`src/rtl/arith_pkg.sv`:
```
// Shared types for the arithmetic group (CLAA adder and its divider companion).
// Contents:
//   div_state_t : handshake/iteration state of the sequential divider.
package arith_pkg;

   typedef enum logic [1:0] {
      DIV_IDLE,
      DIV_CALC,
      DIV_DONE
   } div_state_t;

endpackage : arith_pkg

```
`src/rtl/claa.sv`:
```
// Carry-lookahead adder: s_o = a_i + b_i + c_i over WORD_WIDTH bits.
// Ports:
//   a_i, b_i : addends (WORD_WIDTH bits)
//   c_i      : carry in
//   s_o      : sum (WORD_WIDTH bits)
//   c_o      : carry out of the MSB
//   p_o      : group propagate (all bit propagates set)
//   g_o      : group generate (carry produced independent of c_i)
module claa #(
   parameter int WORD_WIDTH = 8
) (
   input  logic [WORD_WIDTH-1:0] a_i,
   input  logic [WORD_WIDTH-1:0] b_i,
   input  logic                  c_i,
   output logic [WORD_WIDTH-1:0] s_o,
   output logic                  c_o,
   output logic                  p_o,
   output logic                  g_o
);

   logic [WORD_WIDTH-1:0] prop;
   logic [WORD_WIDTH-1:0] gen;
   logic [WORD_WIDTH:0]   carry;
   logic                  grp_gen;

   assign prop = a_i ^ b_i;
   assign gen  = a_i & b_i;

   always_comb begin
      carry    = '0;
      carry[0] = c_i;
      grp_gen  = 1'b0;
      for (int i = 0; i < WORD_WIDTH; i++) begin
         carry[i+1] = gen[i] | (prop[i] & carry[i]);
         grp_gen    = gen[i] | (prop[i] & grp_gen);
      end
   end

   assign s_o = prop ^ carry[WORD_WIDTH-1:0];
   assign c_o = carry[WORD_WIDTH];
   assign p_o = &prop;
   assign g_o = grp_gen;

endmodule : claa

```
`src/rtl/claa_divider_seq.sv`:
```
// Sequential restoring unsigned divider, one quotient bit per clock.
// Each trial subtraction rem - divisor is formed as rem + ~divisor + 1 on a
// CLAA one bit wider than the operands; its carry out means "no borrow".
// Ports:
//   clk_i, rst_i               : clock, synchronous active-high reset
//   valid_i/ready_o            : operand handshake (ready_o high in IDLE)
//   dividend_i, divisor_i      : unsigned operands, sampled at accept
//   valid_o/ready_i            : result handshake (valid_o high in DONE)
//   quotient_o, remainder_o    : result, updated only on entering DONE
//   div_by_zero_o              : divisor was zero for the current result
module claa_divider_seq
   import arith_pkg::*;
#(
   parameter int WORD_WIDTH = 8
) (
   input  logic                  clk_i,
   input  logic                  rst_i,
   input  logic                  valid_i,
   output logic                  ready_o,
   input  logic [WORD_WIDTH-1:0] dividend_i,
   input  logic [WORD_WIDTH-1:0] divisor_i,
   output logic                  valid_o,
   input  logic                  ready_i,
   output logic [WORD_WIDTH-1:0] quotient_o,
   output logic [WORD_WIDTH-1:0] remainder_o,
   output logic                  div_by_zero_o
);

   localparam int CNT_W = $clog2(WORD_WIDTH);

   div_state_t            state;
   div_state_t            state_next;
   logic [WORD_WIDTH:0]   rem;
   logic [WORD_WIDTH-1:0] quo;
   logic [WORD_WIDTH-1:0] dsr;
   logic [CNT_W-1:0]      count;

   logic [WORD_WIDTH:0]   rem_shift;
   logic [WORD_WIDTH:0]   trial;
   logic [WORD_WIDTH:0]   rem_step;
   logic [WORD_WIDTH-1:0] quo_step;
   logic                  no_borrow;
   logic                  rem_msb_unused;

   // The quotient register doubles as the dividend shift register: its MSB
   // feeds the remainder LSB while the new quotient bit enters at the bottom.
   assign rem_shift = {rem[WORD_WIDTH-1:0], quo[WORD_WIDTH-1]};
   assign quo_step  = {quo[WORD_WIDTH-2:0], no_borrow};
   assign rem_step  = no_borrow ? trial : rem_shift;

   // rem stays below the divisor, so its top bit is always zero between steps.
   assign rem_msb_unused = rem[WORD_WIDTH] & rem_step[WORD_WIDTH];

   claa #(
      .WORD_WIDTH(WORD_WIDTH + 1)
   ) u_claa (
      .a_i (rem_shift),
      .b_i (~{1'b0, dsr}),
      .c_i (1'b1),
      .s_o (trial),
      .c_o (no_borrow),
      .p_o (),
      .g_o ()
   );

   assign ready_o = (state == DIV_IDLE);
   assign valid_o = (state == DIV_DONE);

   always_comb begin
      state_next = state;
      case (state)
         DIV_IDLE: if (valid_i) state_next = (divisor_i == '0) ? DIV_DONE : DIV_CALC;
         DIV_CALC: if (count == '0) state_next = DIV_DONE;
         DIV_DONE: if (ready_i) state_next = DIV_IDLE;
         default:  state_next = DIV_IDLE;
      endcase
   end

   always_ff @(posedge clk_i) begin
      if (rst_i) begin
         state         <= DIV_IDLE;
         quotient_o    <= '0;
         remainder_o   <= '0;
         div_by_zero_o <= 1'b0;
      end else begin
         state <= state_next;
         case (state)
            DIV_IDLE: begin
               if (valid_i) begin
                  quo   <= dividend_i;
                  dsr   <= divisor_i;
                  rem   <= '0;
                  count <= CNT_W'(WORD_WIDTH - 1);
                  if (divisor_i == '0) begin
                     quotient_o    <= '1;
                     remainder_o   <= dividend_i;
                     div_by_zero_o <= 1'b1;
                  end
               end
            end
            DIV_CALC: begin
               rem <= rem_step;
               quo <= quo_step;
               if (count == '0) begin
                  quotient_o    <= quo_step;
                  remainder_o   <= rem_step[WORD_WIDTH-1:0];
                  div_by_zero_o <= 1'b0;
               end else begin
                  count <= count - 1'b1;
               end
            end
            default: ;
         endcase
      end
   end

endmodule : claa_divider_seq
```
`config.mk`:
```
export PLATFORM = sky130hd
export DESIGN_NAME = claa_divider_seq
export DESIGN_NICKNAME = d
export VERILOG_FILES = /design/src/rtl/arith_pkg.sv /design/src/rtl/claa.sv /design/src/rtl/claa_divider_seq.sv
export SDC_FILE = /design/constraint.sdc
export NUM_CORES = 1
export LEC_CHECK = 0
export CAP_MARGIN = 20
export CORE_MARGIN = 3
export CORE_UTILIZATION = 35
export CTS_CLUSTER_SIZE = 25
export DETAILED_ROUTE_END_ITERATION = 10
export GPL_ROUTABILITY_DRIVEN = 0
export PLACE_DENSITY = 0.55
export SLEW_MARGIN = 20
export SYNTH_ARGS = -nofsm -noshare
export SYNTH_HDL_FRONTEND = slang
export SYNTH_SLANG_ARGS = --single-unit
```
`constraint.sdc`:
```
create_clock -name clk_i -period 4.3 [get_ports clk_i]
set_clock_uncertainty 0.15 [all_clocks]
set_input_delay 0.645 -clock clk_i [delete_from_list [all_inputs] [get_ports clk_i]]
set_output_delay 0.645 -clock clk_i [all_outputs]
set_load 0.05 [all_outputs]
```
# After elaboration in Yosys (flattened, before gate mapping)
# Index checks and enable logic that the tools add are counted.
[word_totals] regBits=46 elab_cells=72 output_inout_bits=19
[op_classes] eq_ne=7 n_reduce_logical=9 n_bitwise=22 mux=25 addsub=1
[ops] cell="$mux 8" count=9
[ops] cell="$pmux 8 s2" count=4
[ops] cell="$and 9x9->9" count=1
[ops] cell="$not 8->9" count=1
[ops] cell="$or 1x1->1" count=9
[ops] cell="$reduce_and 3->1" count=3
[ops] cell="$xor 9x9->9" count=1
[ops] cell="$and 1x1->1" count=8
[ops] cell="$logic_not 8->1" count=1
[ops] cell="$mux 2" count=4
[ops] cell="$reduce_and 4->1" count=2
[ops] cell="$xor 8x8->8" count=1
[ops] cell="$mux 3" count=2
[ops] cell="$ne 2x2->1 const B" count=3
[ops] cell="$pmux 2 s3" count=1
[ops] cell="$pmux 3 s2" count=1
[ops] cell="$ne 2x1->1 const B" count=2
[ops] cell="$logic_not 3->1" count=1
[ops] cell="$mux 1" count=3
[ops] cell="$sub 3x1->3 const B" count=1
[ops] cell="$eq 2x1->1 const B" count=1
[ops] cell="$eq 2x2->1 const B" count=1
[ops] cell="$logic_not 2->1" count=1
[ops] cell="$pmux 1 s2" count=1
[ops] cell="other kinds (2)" count=2

# Depth between registers and ports, before layout
[depth] ltp_word=22 ltp_mapped=14 depth_no_buf=13

# Cells and area by module
# A second synthesis with hierarchy kept.
[hier_totals] hier_cells=228 hier_area_um2=2548.7
[by_module_without_submodules] mod="claa_divider_seq" cells_each=187 area_per_inst_um2=2128.3 n_inst=1
[by_module_without_submodules] mod="claa" cells_each=41 area_per_inst_um2=420.4 n_inst=1

# Least setup slack after synthesis
# OpenSTA, ideal clock, no wires.
[synth_path] path_kind="register -> register" from="register quo[7]" to="register rem[7] (data pin)" t_arrival_ns=3.573 n_path_buf=0 path_slack_ns=0.320 setup_ns=0.258 synth_period_minus_slack_ns=3.980 path_stages_with_launch=14 required_ns=3.892 cell_sequence="edfxtp_1 inv_1 ha_1 fa_1 fa_1 fa_1 fa_1 fa_1 fa_1 inv_1 fa_1 o21a_1 o21ai_1 inv_1"
[synth_between] elab_chain_cells=20 elab_cells_between_ends=22
[synth_lines] element="start: declaration" line="claa_divider_seq.sv:34" rtl="logic [WORD_WIDTH-1:0] quo;"
[synth_lines] element="start signal: assignment" line="claa_divider_seq.sv:90" rtl="quo <= dividend_i;"
[synth_lines] element="start signal: assignment" line="claa_divider_seq.sv:103" rtl="quo <= quo_step;"
[synth_lines] element="$and 9x9->9 or $xor 9x9->9 (tied branches)" line="claa.sv:27, claa.sv:26"
[synth_lines] element="$or 1x1->1 (*)" line="claa.sv:34" rtl="carry[i+1] = gen[i] | (prop[i] & carry[i]);"
[synth_lines] element="$and 1x1->1 (*)" line="claa.sv:34"
[synth_lines] element="$or 1x1->1 (*)" line="claa.sv:34"
[synth_lines] element="$and 1x1->1 (*)" line="claa.sv:34"
[synth_lines] element="$or 1x1->1 (*)" line="claa.sv:34"
[synth_lines] element="$and 1x1->1 (*)" line="claa.sv:34"
[synth_lines] element="$or 1x1->1 (*)" line="claa.sv:34"
[synth_lines] element="(+4 left out)"
[synth_lines] element="$and 1x1->1 (*)" line="claa.sv:34"
[synth_lines] element="$or 1x1->1 (*)" line="claa.sv:34"
[synth_lines] element="$and 1x1->1" line="claa.sv:34"
[synth_lines] element="$or 1x1->1" line="claa.sv:34"
[synth_lines] element="$and 1x1->1" line="claa.sv:34"
[synth_lines] element="$or 1x1->1" line="claa.sv:34"
[synth_lines] element="$mux 8 (*)" line="claa_divider_seq.sv:49" rtl="assign rem_step = no_borrow ? trial : rem_shift;"
[synth_lines] element="$pmux 8 s2 (*)" line="claa_divider_seq.sv:87" rtl="case (state)"
[synth_lines] element="end signal: assignment" line="claa_divider_seq.sv:102" rtl="rem <= rem_step;"
[synth_lines] element="end: declaration" line="claa_divider_seq.sv:33" rtl="logic [WORD_WIDTH:0] rem;"
# Every way passes the cells marked *; elsewhere a longest branch is shown, timed or not.
# A chain may end at the register's enable or synchronous reset.

# Final worst setup path
# Same ends and word-level chain as after synthesis.

==> metrics <==
global-route wire length before repair 7.62 mm; DRC errors left 0; Leak around 0.0010 uW; aggregate global-route resource usage 13.3%; Pwr Total 900 uW; input/output buffers 38; layout cells sized above 1 16.2%; top-area cell type share of the netlist area roughly a third; flop2flop setup slack approximately 0.19 ns; Num CTS Buffers 5; Via density 5.00; initial core utilization 37.6%; Synth Register Bits 46; mapped cell area between 2000 and 2500 sq um; Slew headroom 53.8%; dpl hpwl 3.33 mm; max-cap violations 0; Diodes inserted 0; Avg Inst Size Synth 11.6 sq um; Hold Path Sink quotient_o[2]$_SDFFE_PP0P_; Vias around 1600; CP required 4.22 ns; top cells by area, synth edfxtp_1 35%, dfxtp_1 16%, fa_1 6.1%, a311oi_2 5.2%, inv_1 4.4%; DIE HEIGHT approximately 87 microns; fin area 2830 sq um; sequential fraction of the synthesis area 51.7%; Hold Crit Class flop to flop; DRT antenna net count 0; wire length per cell 14.5 microns; kind of critical path flop to flop; First DRT Iteration DRCs 91; Final setup violation count 0; CP arrival 4.03 ns; clock buffer depth 2; Worst R2R Start quo[7]$_DFFE_PP_; fin. max-slew vios 0; P per Cell Area ~320 nW/um^2; hold depth 2; vias in the first global route ~1500; WHS 0.319 ns; Main synth FF type edfxtp_1; nets@finish 264; Post-Syn Nets 229; H-tree levels 2; placed instance area 2730 sq um; GR Overflow Total 0; crit end category flop; clock sinks between 40 and 50; minimum clock period 4.11 ns; worst reg2reg path endpoint rem[7]$_SDFFCE_PN0P_; number of core rows 28; Ports 39; CTS tree yes; Ys Warns 0; Max IR drop VDD 0.000187 V; Critical Path Fanout Max 2; area added between synthesis and finish 22.5%; First-pass DRT Iterations 4; leading area contributor after synthesis edfxtp_1; CTS clk-pin slew, worst paths 0.09 ns; crit-path most repeated cell fa_1; count of final hold-check violations 0; number of synthesized flops with an enable pin 27; critical path launch point type flop; Cell variety after synth 38; Routed WL 4.49 mm; initial antenna violation count 0; Mapped Cells 199; fin crit share between 90 and 100%; synth cell count leaders 27 x edfxtp_1, 27 x inv_1, 25 x nand2_1; Slew @ Worst Pin 0.692 ns; clk root buf clkbuf_8; RSZ-0062 raised after global routing no; core area 6130 sq um; die span in x 87.2 microns; Setup TNS Final 0 ns; Die Area 7600 sq um; clk_lat worst skew 0.31 ns; hold buffer count at CTS 0; r2r worst-path depth 13; status finished clean; hold_sp quotient_o[2]$_SDFFE_PP0P_; pin count of the biggest net entering global routing 23; final core occ 46.1%; slowest stage cell, crit path fa_2; fmax ~240 MHz; largest stage delay on the critical path 0.43 ns; CP cell instances inv_1 > ha_1 > fa_1 > fa_1 > fa_1 > fa_1 > fa_1 > fa_1 > inv_1 > fa_2 > o21a_1 > o21ai_2 > inv_1; async set-or-reset flop fraction in the synthesized netlist 0%
registers in the layout (all words and copies together), names as in the netlist:
name / flops
count: 3
div_by_zero_o: 1
dsr: 8
quo: 8
quotient_o: 8
rem: 8
remainder_o: 8
state: 2
worst max path at each step:
| stage | depth (start not counted) | slack (ns) | start | end |
|---|---|---|---|---|
| floorplan | 13 | 0.32 | quo[7]$_DFFE_PP_ | rem[7]$_SDFFCE_PN0P_ |
| global placement | 13 | 0.22 | quo[7]$_DFFE_PP_ | remainder_o[6]$_SDFFE_PP0P_ |
| detailed placement | 14 | 0.17 | quo[7]$_DFFE_PP_ | rem[2]$_SDFFCE_PN0P_ |
| CTS | 13 | 0.15 | quo[7]$_DFFE_PP_ | remainder_o[6]$_SDFFE_PP0P_ |
| global route | 13 | 0.006 | quo[7]$_DFFE_PP_ | remainder_o[5]$_SDFFE_PP0P_ |
| finish | 13 | 0.19 | quo[7]$_DFFE_PP_ | rem[7]$_SDFFCE_PN0P_ |
stage by stage:
stage | worst slack [ns] | std cells
global placement | 0.222 | 302
CTS | 0.155 | 310
global route | 0.00593 | 310
finish | 0.189 | 310
floorplan | 0.320 | 199
detailed placement | 0.167 | 302
power by group:
| part | internal (uW) | switching [uW] |
|---|---|---|
| combinational | 51.1 | 71.6 |
| clock | 117 | 159 |
| sequential | 489 | 12.4 |
| total | 657 | 243 |
metal layers:
| layer | wire length (microns) | vias up | track usage [%] | share of wire [%] |
|---|---|---|---|---|
| li1 | - | 775 | - | - |
| met3 | 298 | 6 | 4.45 | 6.6 |
| met4 | 59 | 0 | 4.18 | 1.3 |
| met5 | 0 | - | 0 | 0 |
| met2 | 2030 | 39 | 20.2 | 45 |
| met1 | 2110 | 730 | 17.8 | 47 |
critical path, delay by kind of cell (launching register included):
kind            cells  cell delay [ns]
fa+ha+maj           8             2.92
flops               1             0.36
compound gates      2             0.26
buf+inv             3             0.19
cells in the final DEF, fill, tap and decap left out, drive strengths merged, types with 3 or more instances in the layout:
cell type / Yosys / final
clkdlybuf4s50: 0 / 38
inv: 27 / 29
edfxtp: 27 / 27
nand2: 25 / 25
dfxtp: 19 / 19
a311oi: 16 / 16
nor2: 12 / 12
o21ai: 9 / 9
o211ai: 7 / 7
a211oi: 7 / 7
fa: 7 / 7
clkbuf: 5 / 5
buf: 10 / 5
a21oi: 3 / 3
o21a: 3 / 3
ha: 3 / 3
nor4: 3 / 3
layout make-up:
| class | count | area [sq um] |
|---|---|---|
| well taps | 75 | 93.8 |
| repair buffers | 43 | 418 |
| inverters | 27 | 101 |
| multi-input cells | 111 | 930 |
| flip-flops and latches | 46 | 1190 |
| clock inverters | 3 | 22.5 |
| clock buffers | 5 | 68.8 |
| fillers | 583 | 3310 |
logic make-up (layout without fill, tap and decap cells):
logic type,count (synthesis),in the layout,share of synthesized area [%]
adder cells (fa/ha/maj),10,10,7.70
flip-flops,46,46,51.7
XOR/XNOR,1,1,0.380
buffers and inverters,42,78,8.52
AO/OA/AOI/OAI,49,49,19.9
AND/OR/NAND/NOR,51,51,11.8
what timing repair did:
action,in CTS,in global routing
setup endpoints to repair,0,11
buffers inserted,0,0
gates resized for setup,0,2
Power figures use the tool's default switching activity.
